$ cat src/rtl/pd_pwr_pkg.sv
// Shared types and default parameters for the power-domain responder.
// Consumed by pd_pwr_responder, pd_switch_sequencer and pd_pwr_responder_if.
package pd_pwr_pkg;

  localparam int SEGS_DEF      = 4;
  localparam int STAGE_DLY_DEF = 2;
  localparam int IDLE_HOLD_DEF = 3;
  localparam int CNT_W_DEF     = 4;

  typedef enum logic [2:0] {
    PD_OFF      = 3'd0,
    PD_RAMP     = 3'd1,
    PD_ON       = 3'd2,
    PD_DRAIN    = 3'd3,
    PD_QUIESCED = 3'd4
  } pd_resp_state_t;

  // Rail is up and the controller may rely on it in these states.
  function automatic logic pd_powered(input pd_resp_state_t s);
    return (s == PD_ON) || (s == PD_DRAIN) || (s == PD_QUIESCED);
  endfunction

endpackage

$ cat src/rtl/pd_pwr_responder_if.sv
// Controller/domain handshake bundle for one switchable power domain.
// master = controller/domain side driving requests, slave = the responder.
interface pd_pwr_responder_if
  import pd_pwr_pkg::*;
#(
  parameter int SEGS = SEGS_DEF
);
  logic            i_pwr_on_req;
  logic            o_pwr_on_ack;
  logic            i_hw_sleep_req;
  logic            o_hw_sleep_ack;
  logic            i_ret;
  logic            o_save_pulse;
  logic            o_restore_pulse;
  logic            i_txn_issue;
  logic            i_txn_done;
  logic            i_busy;
  logic            i_pwr_good;
  logic [SEGS-1:0] o_sw_en;
  logic            o_txn_block;
  logic            o_err;

  modport master (
    output i_pwr_on_req, i_hw_sleep_req, i_ret, i_txn_issue, i_txn_done,
           i_busy, i_pwr_good,
    input  o_pwr_on_ack, o_hw_sleep_ack, o_save_pulse, o_restore_pulse,
           o_sw_en, o_txn_block, o_err
  );

  modport slave (
    input  i_pwr_on_req, i_hw_sleep_req, i_ret, i_txn_issue, i_txn_done,
           i_busy, i_pwr_good,
    output o_pwr_on_ack, o_hw_sleep_ack, o_save_pulse, o_restore_pulse,
           o_sw_en, o_txn_block, o_err
  );
endinterface

$ cat src/rtl/pd_switch_sequencer.sv
// Staged power-switch enable ramp: segment 0 on start, one more segment every
// STAGE_DLY cycles; all_on is registered one cycle after the last segment.
module pd_switch_sequencer
  import pd_pwr_pkg::*;
#(
  parameter int SEGS      = SEGS_DEF,
  parameter int STAGE_DLY = STAGE_DLY_DEF
) (
  input  logic            clk,
  input  logic            rst,
  input  logic            start,
  input  logic            clear,
  output logic            all_on,
  output logic [SEGS-1:0] sw_en
);
  localparam int TW = (STAGE_DLY > 1) ? $clog2(STAGE_DLY) : 1;

  logic [SEGS-1:0] sw_en_q, sw_en_d;
  logic [TW-1:0]   tmr_q, tmr_d;
  logic            all_on_q, all_on_d;

  always_comb begin
    sw_en_d  = sw_en_q;
    tmr_d    = tmr_q;
    all_on_d = &sw_en_q;
    if (clear) begin
      sw_en_d  = '0;
      tmr_d    = '0;
      all_on_d = 1'b0;
    end else if (start) begin
      sw_en_d  = SEGS'(1);
      tmr_d    = '0;
      all_on_d = 1'b0;
    end else if (sw_en_q[0] && !(&sw_en_q)) begin
      if (tmr_q == TW'(STAGE_DLY - 1)) begin
        sw_en_d = (sw_en_q << 1) | SEGS'(1);
        tmr_d   = '0;
      end else begin
        tmr_d = tmr_q + TW'(1);
      end
    end
  end

  always_ff @(posedge clk) begin
    if (rst) begin
      sw_en_q  <= '0;
      tmr_q    <= '0;
      all_on_q <= 1'b0;
    end else begin
      sw_en_q  <= sw_en_d;
      tmr_q    <= tmr_d;
      all_on_q <= all_on_d;
    end
  end

  assign sw_en  = sw_en_q;
  assign all_on = all_on_q;

endmodule

$ cat src/rtl/pd_pwr_responder.sv
// Domain-side power/sleep handshake responder with transaction drain tracking.
// Optional feature macro PD_RESP_RET_EN enables retention save/restore pulses.
module pd_pwr_responder
  import pd_pwr_pkg::*;
#(
  parameter int SEGS      = SEGS_DEF,
  parameter int STAGE_DLY = STAGE_DLY_DEF,
  parameter int IDLE_HOLD = IDLE_HOLD_DEF,
  parameter int CNT_W     = CNT_W_DEF
) (
  input  logic              i_aon_clk,
  input  logic              i_soc_pwr_on_rst,
  pd_pwr_responder_if.slave bus
);
  localparam int QW = $clog2(IDLE_HOLD + 1);

  pd_resp_state_t  state_q, state_d;
  logic [CNT_W-1:0] cnt_q, cnt_d;
  logic [QW-1:0]    quiet_q, quiet_d;
  logic             err_q, err_d;

  logic            seq_start, seq_clear, seq_all_on;
  logic [SEGS-1:0] seq_sw_en;
  logic            blocked, issue_ok, cnt_full;

  assign blocked  = (state_q != PD_ON);
  assign issue_ok = bus.i_txn_issue && !blocked;
  assign cnt_full = &cnt_q;

  always_comb begin
    state_d = state_q;
    case (state_q)
      PD_OFF:      if (bus.i_pwr_on_req) state_d = PD_RAMP;
      PD_RAMP:     if (!bus.i_pwr_on_req) state_d = PD_OFF;
                   else if (seq_all_on && bus.i_pwr_good) state_d = PD_ON;
      PD_ON:       if (!bus.i_pwr_on_req) state_d = PD_OFF;
                   else if (bus.i_hw_sleep_req) state_d = PD_DRAIN;
      PD_DRAIN:    if (!bus.i_pwr_on_req) state_d = PD_OFF;
                   else if (!bus.i_hw_sleep_req) state_d = PD_ON;
                   else if (quiet_q >= QW'(IDLE_HOLD)) state_d = PD_QUIESCED;
      PD_QUIESCED: if (!bus.i_pwr_on_req) state_d = PD_OFF;
                   else if (!bus.i_hw_sleep_req) state_d = PD_ON;
      default:     state_d = PD_OFF;
    endcase
  end

  // Power removed before the sleep handshake completed is a protocol error.
  always_comb begin
    err_d = err_q;
    if (!bus.i_pwr_on_req && (state_q == PD_ON || state_q == PD_DRAIN)) err_d = 1'b1;
    if (bus.i_txn_issue && blocked) err_d = 1'b1;
    if (issue_ok && !bus.i_txn_done && cnt_full) err_d = 1'b1;
    if (bus.i_txn_done && !issue_ok && (cnt_q == '0)) err_d = 1'b1;
  end

  always_comb begin
    cnt_d = cnt_q;
    if (issue_ok && !bus.i_txn_done) begin
      if (!cnt_full) cnt_d = cnt_q + CNT_W'(1);
    end else if (bus.i_txn_done && !issue_ok) begin
      if (cnt_q != '0) cnt_d = cnt_q - CNT_W'(1);
    end
    if (state_d == PD_OFF && state_q != PD_OFF) cnt_d = '0;
  end

  always_comb begin
    quiet_d = '0;
    if (state_q == PD_DRAIN && cnt_q == '0 && !bus.i_busy)
      quiet_d = (quiet_q >= QW'(IDLE_HOLD)) ? quiet_q : quiet_q + QW'(1);
  end

  always_ff @(posedge i_aon_clk) begin
    if (i_soc_pwr_on_rst) begin
      state_q <= PD_OFF;
      cnt_q   <= '0;
      quiet_q <= '0;
      err_q   <= 1'b0;
    end else begin
      state_q <= state_d;
      cnt_q   <= cnt_d;
      quiet_q <= quiet_d;
      err_q   <= err_d;
    end
  end

  assign seq_clear = (state_d == PD_OFF);
  assign seq_start = (state_q == PD_OFF) && (state_d == PD_RAMP);

  pd_switch_sequencer #(
    .SEGS      (SEGS),
    .STAGE_DLY (STAGE_DLY)
  ) u_seq (
    .clk    (i_aon_clk),
    .rst    (i_soc_pwr_on_rst),
    .start  (seq_start),
    .clear  (seq_clear),
    .all_on (seq_all_on),
    .sw_en  (seq_sw_en)
  );

`ifdef PD_RESP_RET_EN
  logic ret_q, ret_d, save_q, save_d, restore_q, restore_d;

  always_comb begin
    ret_d     = bus.i_ret;
    save_d    = bus.i_ret && !ret_q;
    restore_d = !bus.i_ret && ret_q;
  end

  always_ff @(posedge i_aon_clk) begin
    if (i_soc_pwr_on_rst) begin
      ret_q     <= 1'b0;
      save_q    <= 1'b0;
      restore_q <= 1'b0;
    end else begin
      ret_q     <= ret_d;
      save_q    <= save_d;
      restore_q <= restore_d;
    end
  end

  assign bus.o_save_pulse    = save_q;
  assign bus.o_restore_pulse = restore_q;
`else
  assign bus.o_save_pulse    = 1'b0;
  assign bus.o_restore_pulse = 1'b0;
`endif

  assign bus.o_sw_en        = seq_sw_en;
  assign bus.o_pwr_on_ack   = pd_powered(state_q);
  assign bus.o_hw_sleep_ack = (state_q == PD_QUIESCED);
  assign bus.o_txn_block    = blocked;
  assign bus.o_err          = err_q;

endmodule

$ cat src/flat_wrapper.sv
// flat-port wrapper written by rule: the top's interface ports become plain ports
module pd_pwr_responder_flat import pd_pwr_pkg::*;
#(
  parameter int SEGS      = SEGS_DEF,
  parameter int STAGE_DLY = STAGE_DLY_DEF,
  parameter int IDLE_HOLD = IDLE_HOLD_DEF,
  parameter int CNT_W     = CNT_W_DEF
)
  (i_aon_clk, i_soc_pwr_on_rst, bus_i_pwr_on_req, bus_i_hw_sleep_req, bus_i_ret, bus_i_txn_issue, bus_i_txn_done, bus_i_busy, bus_i_pwr_good, bus_o_pwr_on_ack, bus_o_hw_sleep_ack, bus_o_save_pulse, bus_o_restore_pulse, bus_o_sw_en, bus_o_txn_block, bus_o_err);
  pd_pwr_responder_if #(.SEGS(SEGS)) bus_i ();
  input  logic i_aon_clk;
  input  logic i_soc_pwr_on_rst;
  input wire logic [$bits(bus_i.i_pwr_on_req)-1:0] bus_i_pwr_on_req;
  input wire logic [$bits(bus_i.i_hw_sleep_req)-1:0] bus_i_hw_sleep_req;
  input wire logic [$bits(bus_i.i_ret)-1:0] bus_i_ret;
  input wire logic [$bits(bus_i.i_txn_issue)-1:0] bus_i_txn_issue;
  input wire logic [$bits(bus_i.i_txn_done)-1:0] bus_i_txn_done;
  input wire logic [$bits(bus_i.i_busy)-1:0] bus_i_busy;
  input wire logic [$bits(bus_i.i_pwr_good)-1:0] bus_i_pwr_good;
  output wire logic [$bits(bus_i.o_pwr_on_ack)-1:0] bus_o_pwr_on_ack;
  output wire logic [$bits(bus_i.o_hw_sleep_ack)-1:0] bus_o_hw_sleep_ack;
  output wire logic [$bits(bus_i.o_save_pulse)-1:0] bus_o_save_pulse;
  output wire logic [$bits(bus_i.o_restore_pulse)-1:0] bus_o_restore_pulse;
  output wire logic [$bits(bus_i.o_sw_en)-1:0] bus_o_sw_en;
  output wire logic [$bits(bus_i.o_txn_block)-1:0] bus_o_txn_block;
  output wire logic [$bits(bus_i.o_err)-1:0] bus_o_err;
  assign bus_i.i_pwr_on_req = bus_i_pwr_on_req;
  assign bus_i.i_hw_sleep_req = bus_i_hw_sleep_req;
  assign bus_i.i_ret = bus_i_ret;
  assign bus_i.i_txn_issue = bus_i_txn_issue;
  assign bus_i.i_txn_done = bus_i_txn_done;
  assign bus_i.i_busy = bus_i_busy;
  assign bus_i.i_pwr_good = bus_i_pwr_good;
  assign bus_o_pwr_on_ack = bus_i.o_pwr_on_ack;
  assign bus_o_hw_sleep_ack = bus_i.o_hw_sleep_ack;
  assign bus_o_save_pulse = bus_i.o_save_pulse;
  assign bus_o_restore_pulse = bus_i.o_restore_pulse;
  assign bus_o_sw_en = bus_i.o_sw_en;
  assign bus_o_txn_block = bus_i.o_txn_block;
  assign bus_o_err = bus_i.o_err;
  pd_pwr_responder #(.SEGS(SEGS), .STAGE_DLY(STAGE_DLY), .IDLE_HOLD(IDLE_HOLD), .CNT_W(CNT_W)) u_core (.i_aon_clk(i_aon_clk), .i_soc_pwr_on_rst(i_soc_pwr_on_rst), .bus(bus_i));
endmodule
$ cat config.mk
export PLATFORM = sky130hd
export DESIGN_NAME = pd_pwr_responder_flat
export DESIGN_NICKNAME = d
export VERILOG_FILES = /design/src/rtl/pd_pwr_pkg.sv /design/src/rtl/pd_pwr_responder_if.sv /design/src/rtl/pd_switch_sequencer.sv /design/src/rtl/pd_pwr_responder.sv /design/src/flat_wrapper.sv
export SDC_FILE = /design/constraint.sdc
export NUM_CORES = 1
export LEC_CHECK = 0
export CORE_MARGIN = 10
export CORE_UTILIZATION = 49
export CTS_CLUSTER_DIAMETER = 120
export DETAILED_ROUTE_END_ITERATION = 7
export PLACE_DENSITY = 0.84
export RECOVER_POWER = 25
export SETUP_SLACK_MARGIN = 0.1
export SKIP_CTS_REPAIR_TIMING = 1
export SLEW_MARGIN = 40
export SYNTH_ARGS = -nofsm -noshare
export SYNTH_HDL_FRONTEND = slang
export SYNTH_HIERARCHICAL = 1
export SYNTH_SLANG_ARGS = --single-unit
$ cat constraint.sdc
create_clock -name i_aon_clk -period 2.41 [get_ports i_aon_clk]
set_input_delay 0.241 -clock i_aon_clk [delete_from_list [all_inputs] [get_ports i_aon_clk]]
set_output_delay 0.241 -clock i_aon_clk [all_outputs]
set_load 0.01 [all_outputs]
==> flow_summary.yaml, run 1 <==
outcome:
  status: "completed"
power_and_ir_drop:
  cell_internal_pwr_uw: 551
  p_sw_uw: 266
  clock_power_share_pct: 21.8
  power_density_mw_per_mm2: 737
  swShare_pct: 32.5
  p_leak_uw: 0.000446
  finalPower_uw: 817
  peakVddDrop_mv: 0.494
  combPwrFrac_pct: 36.7
  p_seq_share_pct: 41.5
critical_path:
  arrival_ns: 2.29
  critical_path.startpoint_type: "flip-flop"
  slowest_stage: "dfxtp_1"
  worstSetupEndpointType: "flip-flop"
  setup.worst_path.class: "flip-flop to flip-flop"
  crit_required_ns: 2.60
  cp_common_cell: "ha_1"
  worst-path-max-fanout: 4
  crit_path_cell_trace: "nand2b_1, nor2_1, and2_1, ha_1, inv_1, ha_1, nand3_1, and3_1, o21ba_4, mux2i_1"
  slowest_delay_ns: 0.35
floorplanning:
  coreArea_sq_mm: 0.00173
  pin_count: 19
  die-area_sq_mm: 0.00395
  die_y_um: 62.8
  rows: 15
  start_util_pct: 52.1
  die_x_um: 62.8
routing:
  ant_nets: 0
  first_iter_violations: 23
  detail_route.wl_per_cell_um: 12.9
  dr.pass1.iters: 4
  drc_errors: 0
  vias: 804
  totalWireLength_um: 1930
  via_per_inst: 5.40
clocking:
  clock-sinks: 16
  cts_buffer_depth: 2
  path_clk_slew_ns: 0.09
  insertion_delay_ns: 0.29
  cts_tree: "done"
  root_buffer: "clkbuf_4"
  cts_buffers: 3
  h-tree-depth: 1
sta:
  max_freq_mhz: 477
  holdWs_ns: 0.493
  relSlewSlack_pct: 53.7
  final_max_slew_viol_count: 0
  period_share_pct: 87.1
  worst_clock_skew_ns: 0.000677
  timing.setup.tns_ns: 0
  grt_setup_unrepaired: "false"
  setup_viol: 0
  finalHoldViolations: 0
  tightest_slew_ns: 0.688
  fin_crit_ns: 2.10
logic_synthesis:
  yosys-top-cells-area: "dfxtp_1 (36%), ha_1 (7.0%), nand2_1 (4.6%)"
  synth_top_area_cell: "dfxtp_1"
  ys.warnings.count: 6
  synth-seq-cells: 16
  postSynthAreaPerCell_sq_um: 8.65
  synth_xor_area_share_pct: 1.95
  netlist_instances: 104
  synth_fa_ha_area_share_pct: 10.3
  synth_top_area_share_pct: 35.6
  synthSimpleGateAreaFrac_pct: 27.4
  syn-cell-area_sq_um: 900
  seq_area_frac_synth_pct: 35.6
  yosysUniqueCellTypes: 35
  synth_compound_area_share_pct: 15.3
  muxShareOfSynthArea_pct: 4.45
  synth_top_family_by_area: "simple AND/OR/NAND/NOR gates"
global_route:
  antenna_found_initial: 0
  grt_pass1_wl_um: 3250
  grt_pass1_vias: 741
  grt_max_degree: 11
  grt_use_total_pct: 9.89
  grt_overflow: 0
run:
  drv_cap: 0
final_layout:
  area_delta_synth_final_pct: 23.2
  fin_nets: 140
  final_core_util_pct: 64.2
  diodes: 0
  drive_gt1_share_pct: 9.68
  stdcell_area_sq_mm: 0.00111
min_path:
  hold_path.class: "flip-flop to flip-flop"
placement:
  port_buffers: 15
  routabilityCongestion: 0.791
  dp_hpwl_um: 1490
  placed_cell_area_sq_mm: 0.00108
-- synth_stat cells --
cell type  instances
a2111oi_0          1
a211o_1            1
a211oi_1           1
a21oi_1            7
a221o_2            1
a2bb2oi_1          1
a31oi_1            2
a41oi_1            1
and2_1             2
and3_1             4
and3_2             1
and4b_1            1
buf_4              2
conb_1             1
dfxtp_1           16
fa_1               1
ha_1               5
inv_1              6
inv_2              1
maj3_1             1
mux2i_1            4
nand2_1           11
nand2b_1           3
nand3_1            4
nand3b_1           1
nor2_1             9
nor2_2             1
nor2b_1            1
nor3_1             3
nor4_4             1
o21ai_0            4
o21ba_4            1
or3_1              2
or3b_1             1
xor2_1             2
-- power groups by stage --
stage | clock [uW] | combinational [uW] | sequential (uW)
floorplan | 0 | 248 | 351
global placement | 0 | 296 | 358
detailed placement | 0 | 311 | 360
CTS | 181 | 313 | 354
global route | 193 | 338 | 348
finish | 178 | 300 | 339
-- worst max-delay path: cells and delay by family (launching register included) --
kind / cells / cell delay [ns]
multiplexers: 1 / 0.11
adder cells (fa/ha/maj): 2 / 0.52
buffers and inverters: 1 / 0.09
AO/OA/AOI/OAI: 1 / 0.20
AND/OR/NAND/NOR: 5 / 0.74
flip-flops: 1 / 0.35
-- per-stage QoR --
step	std cells	worst slack, ns
global route	149	0.119
detailed placement	145	0.228
CTS	149	0.233
floorplan	105	0.385
finish	149	0.311
global placement	145	0.270
-- metal layers --
metal / GRT usage, % / wire length [um] / vias up
met5: 0 / 0 / -
met4: 5.03 / 40 / 0
met3: 4.12 / 147 / 4
met2: 15.5 / 887 / 25
met1: 11.2 / 852 / 367
li1: - / - / 408
-- worst paths after layout --
| check | start | to | slack, ns | depth (start not counted) |
|---|---|---|---|---|
| max | u_core/state_q[2] | u_core/cnt_q[3] | 0.31 | 10 |
| min | u_core/u_seq/sw_en[3] | u_core/u_seq/sw_en[3] | 0.49 | 2 |
| max reg2reg | u_core/state_q[2] | u_core/cnt_q[3] | 0.31 | 10 |
| min reg2reg | u_core/u_seq/sw_en[3] | u_core/u_seq/sw_en[3] | 0.49 | 2 |
-- state kept, by name (all words and copies together) (netlist names) --
name,count
u_core/state_q,3
u_core/quiet_q,2
u_core/cnt_q,4
u_core/bus.o_err,1
u_core/u_seq/sw_en,4
u_core/u_seq/all_on,1
u_core/u_seq/tmr_q,1
-- final cells by class --
type                       count  area [sq um]
clock buffer                   4          36.3
fill                         169           618
inverter                       7          26.3
multi-input combinational     80           528
sequential                    16           322
tap                           25          31.3
timing repair buffer          17           165
-- layout by cell type (no fill, tap or decap), types with 2 or more instances in the layout --
cell             netlist  routed
a21oi_1                7       6
a31oi_1                2       2
and2_1                 2       2
and3_1                 4       4
buf_4                  2       2
clkbuf_4               0       3
clkdlybuf4s50_1        0      15
conb_1                 1       2
dfxtp_1               16      15
ha_1                   5       5
inv_1                  6       6
mux2i_1                4       4
nand2_1               11      11
nand2b_1               3       3
nand3_1                4       4
nor2_1                 9      10
nor3_1                 3       3
o21ai_0                4       4
or3_1                  2       2
xor2_1                 2       2
-- logic make-up after synthesis --
kind of cell,after synthesis
simple gates,45
compound gates,20
flops,16
buf+inv,9
fa+ha+maj,7
mux,4
xor+xnor,2
other cells,1
Note: power is estimated with default switching activity, not from simulation.
==> run 2, diff against run 1 <==
Settings changed: GPL_TIMING_DRIVEN set to 0.
==> run 2 against run 1 <==
Compared with the run above:
- global-route usage down 0.47 points
- die area unchanged
- clock skew grew 0.0021 ns
==> flow_summary.yaml, run 2 (synthesized netlist as in run 1, its figures left out) <==
power_and_ir_drop:
  clock_power_share_pct: 17.1
  peakVddDrop_mv: 0.558
  p_seq_share_pct: 43.8
  p_leak_uw: 0.000440
  swShare_pct: 32.9
  cell_internal_pwr_uw: 526
  p_sw_uw: 258
  combPwrFrac_pct: 39.1
  power_density_mw_per_mm2: 700
critical_path:
  worst-path-max-fanout: 7
  arrival_ns: 2.28
  setup.worst_path.class: "flip-flop to flip-flop"
  worstSetupEndpointType: "flip-flop"
  critical_path.startpoint_type: "flip-flop"
  reg2reg_depth: 10
  crit_required_ns: 2.59
floorplanning:
  die-area_sq_mm: 0.00395
  die_y_um: 62.8
  start_util_pct: 52.1
  pin_count: 19
  rows: 15
  coreArea_sq_mm: 0.00173
  die_x_um: 62.8
final_layout:
  drive_gt1_share_pct: 13.8
  most-common-layout-cells: "clkdlybuf4s50_1 (15), dfxtp_1 (15), nand2_1 (11), nor2_1 (9)"
  area_delta_synth_final_pct: 24.3
  n_fill_cell: 153
  fin_nets: 140
  diodes: 0
global_route:
  grt_max_degree: 11
  grt_pass1_vias: 736
  grt_use_total_pct: 9.42
  grt_overflow: 0
  grt_pass1_wl_um: 3170
  antenna_found_initial: 0
clocking:
  root_buffer: "clkbuf_4"
  h-tree-depth: 1
  cts_buffers: 3
  clock-sinks: 16
  insertion_delay_ns: 0.28
  cts_tree: "done"
  cts_buffer_depth: 2
  path_clk_slew_ns: 0.08
sta:
  relSlewSlack_pct: 56.6
  holdWs_ns: 0.484
  timing.setup.tns_ns: 0
  max_freq_mhz: 474
  final_max_slew_viol_count: 0
  worst_clock_skew_ns: 0.00280
  grt_setup_unrepaired: "false"
  tightest_slew_ns: 0.645
  period_share_pct: 87.5
  fin_crit_ns: 2.11
  finalHoldViolations: 0
  setup_viol: 0
routing:
  totalWireLength_um: 1860
  ant_nets: 0
  first_iter_violations: 32
  drc_errors: 0
  via_per_inst: 5.36
  detail_route.wl_per_cell_um: 12.6
  dr.pass1.iters: 4
  vias: 794
placement:
  port_buffers: 15
  routabilityCongestion: 0.804
  dp_hpwl_um: 1500
run:
  drv_cap: 0
outcome:
  status: "completed"
min_path:
  hold_path.class: "flip-flop to flip-flop"
  holdPathStages: 2
-- run 2: critical path, cell delays in order (launching register included) --
cell and delay (ns):
dfxtp_1 0.34, nand2b_2 0.22, nor2_2 0.11, and2_1 0.16, ha_2 0.19, inv_2 0.08, ha_4 0.29, nand3_1 0.10
and3_1 0.20, o21ba_4 0.19, mux2i_1 0.11
-- run 2: metal layers --
metal / track usage, % / vias to the layer above / share of wire [%]
li1: - / 403 / -
met3: 3.94 / 4 / 6.5
met1: 10.9 / 366 / 46
met4: 3.63 / 0 / 1.2
met2: 15.0 / 21 / 46
met5: 0 / - / 0
-- run 2: cell type report --
cell class	count	area, sq um	share of cell area (%)
multi-input combinational	80	552	49.3
sequential	16	322	28.7
timing repair buffer	15	150	13.4
tap	25	31.3	2.80
inverter	7	26.3	2.35
clock buffer	3	22.5	2.01
buffer	2	15.0	1.34
-- run 2: per-stage QoR --
stage | util, % | worst slack [ns] | power, uW | cell area, sq um | cells
after floorplan | - | 0.385 | 599 | 903 | 105
after global placement | 62.8 | 0.202 | 654 | 1080 | 145
after detailed placement | 62.8 | 0.121 | 666 | 1080 | 145
after CTS | 64.1 | 0.0866 | 800 | 1110 | 148
after global routing | 64.8 | 0.147 | 846 | 1120 | 148
final | 64.8 | 0.301 | 783 | 1120 | 148
-- run 2: final timing paths --
| kind | start | endpoint | slack [ns] |
|---|---|---|---|
| hold / removal | u_core/u_seq/sw_en[3] | u_core/u_seq/sw_en[3] | 0.48 |
| hold reg to reg | u_core/u_seq/sw_en[3] | u_core/u_seq/sw_en[3] | 0.48 |
| setup reg to reg | u_core/state_q[2] | u_core/cnt_q[3] | 0.30 |
| setup / recovery | u_core/state_q[2] | u_core/cnt_q[3] | 0.30 |
-- run 2: power by group through the flow --
stage	Sequential (uW)	Clock, uW	Combinational (uW)
after floorplan	351	0	248
after global placement	357	0	296
after detailed placement	362	0	305
after CTS	355	138	307
after global routing	348	152	346
final	343	134	306
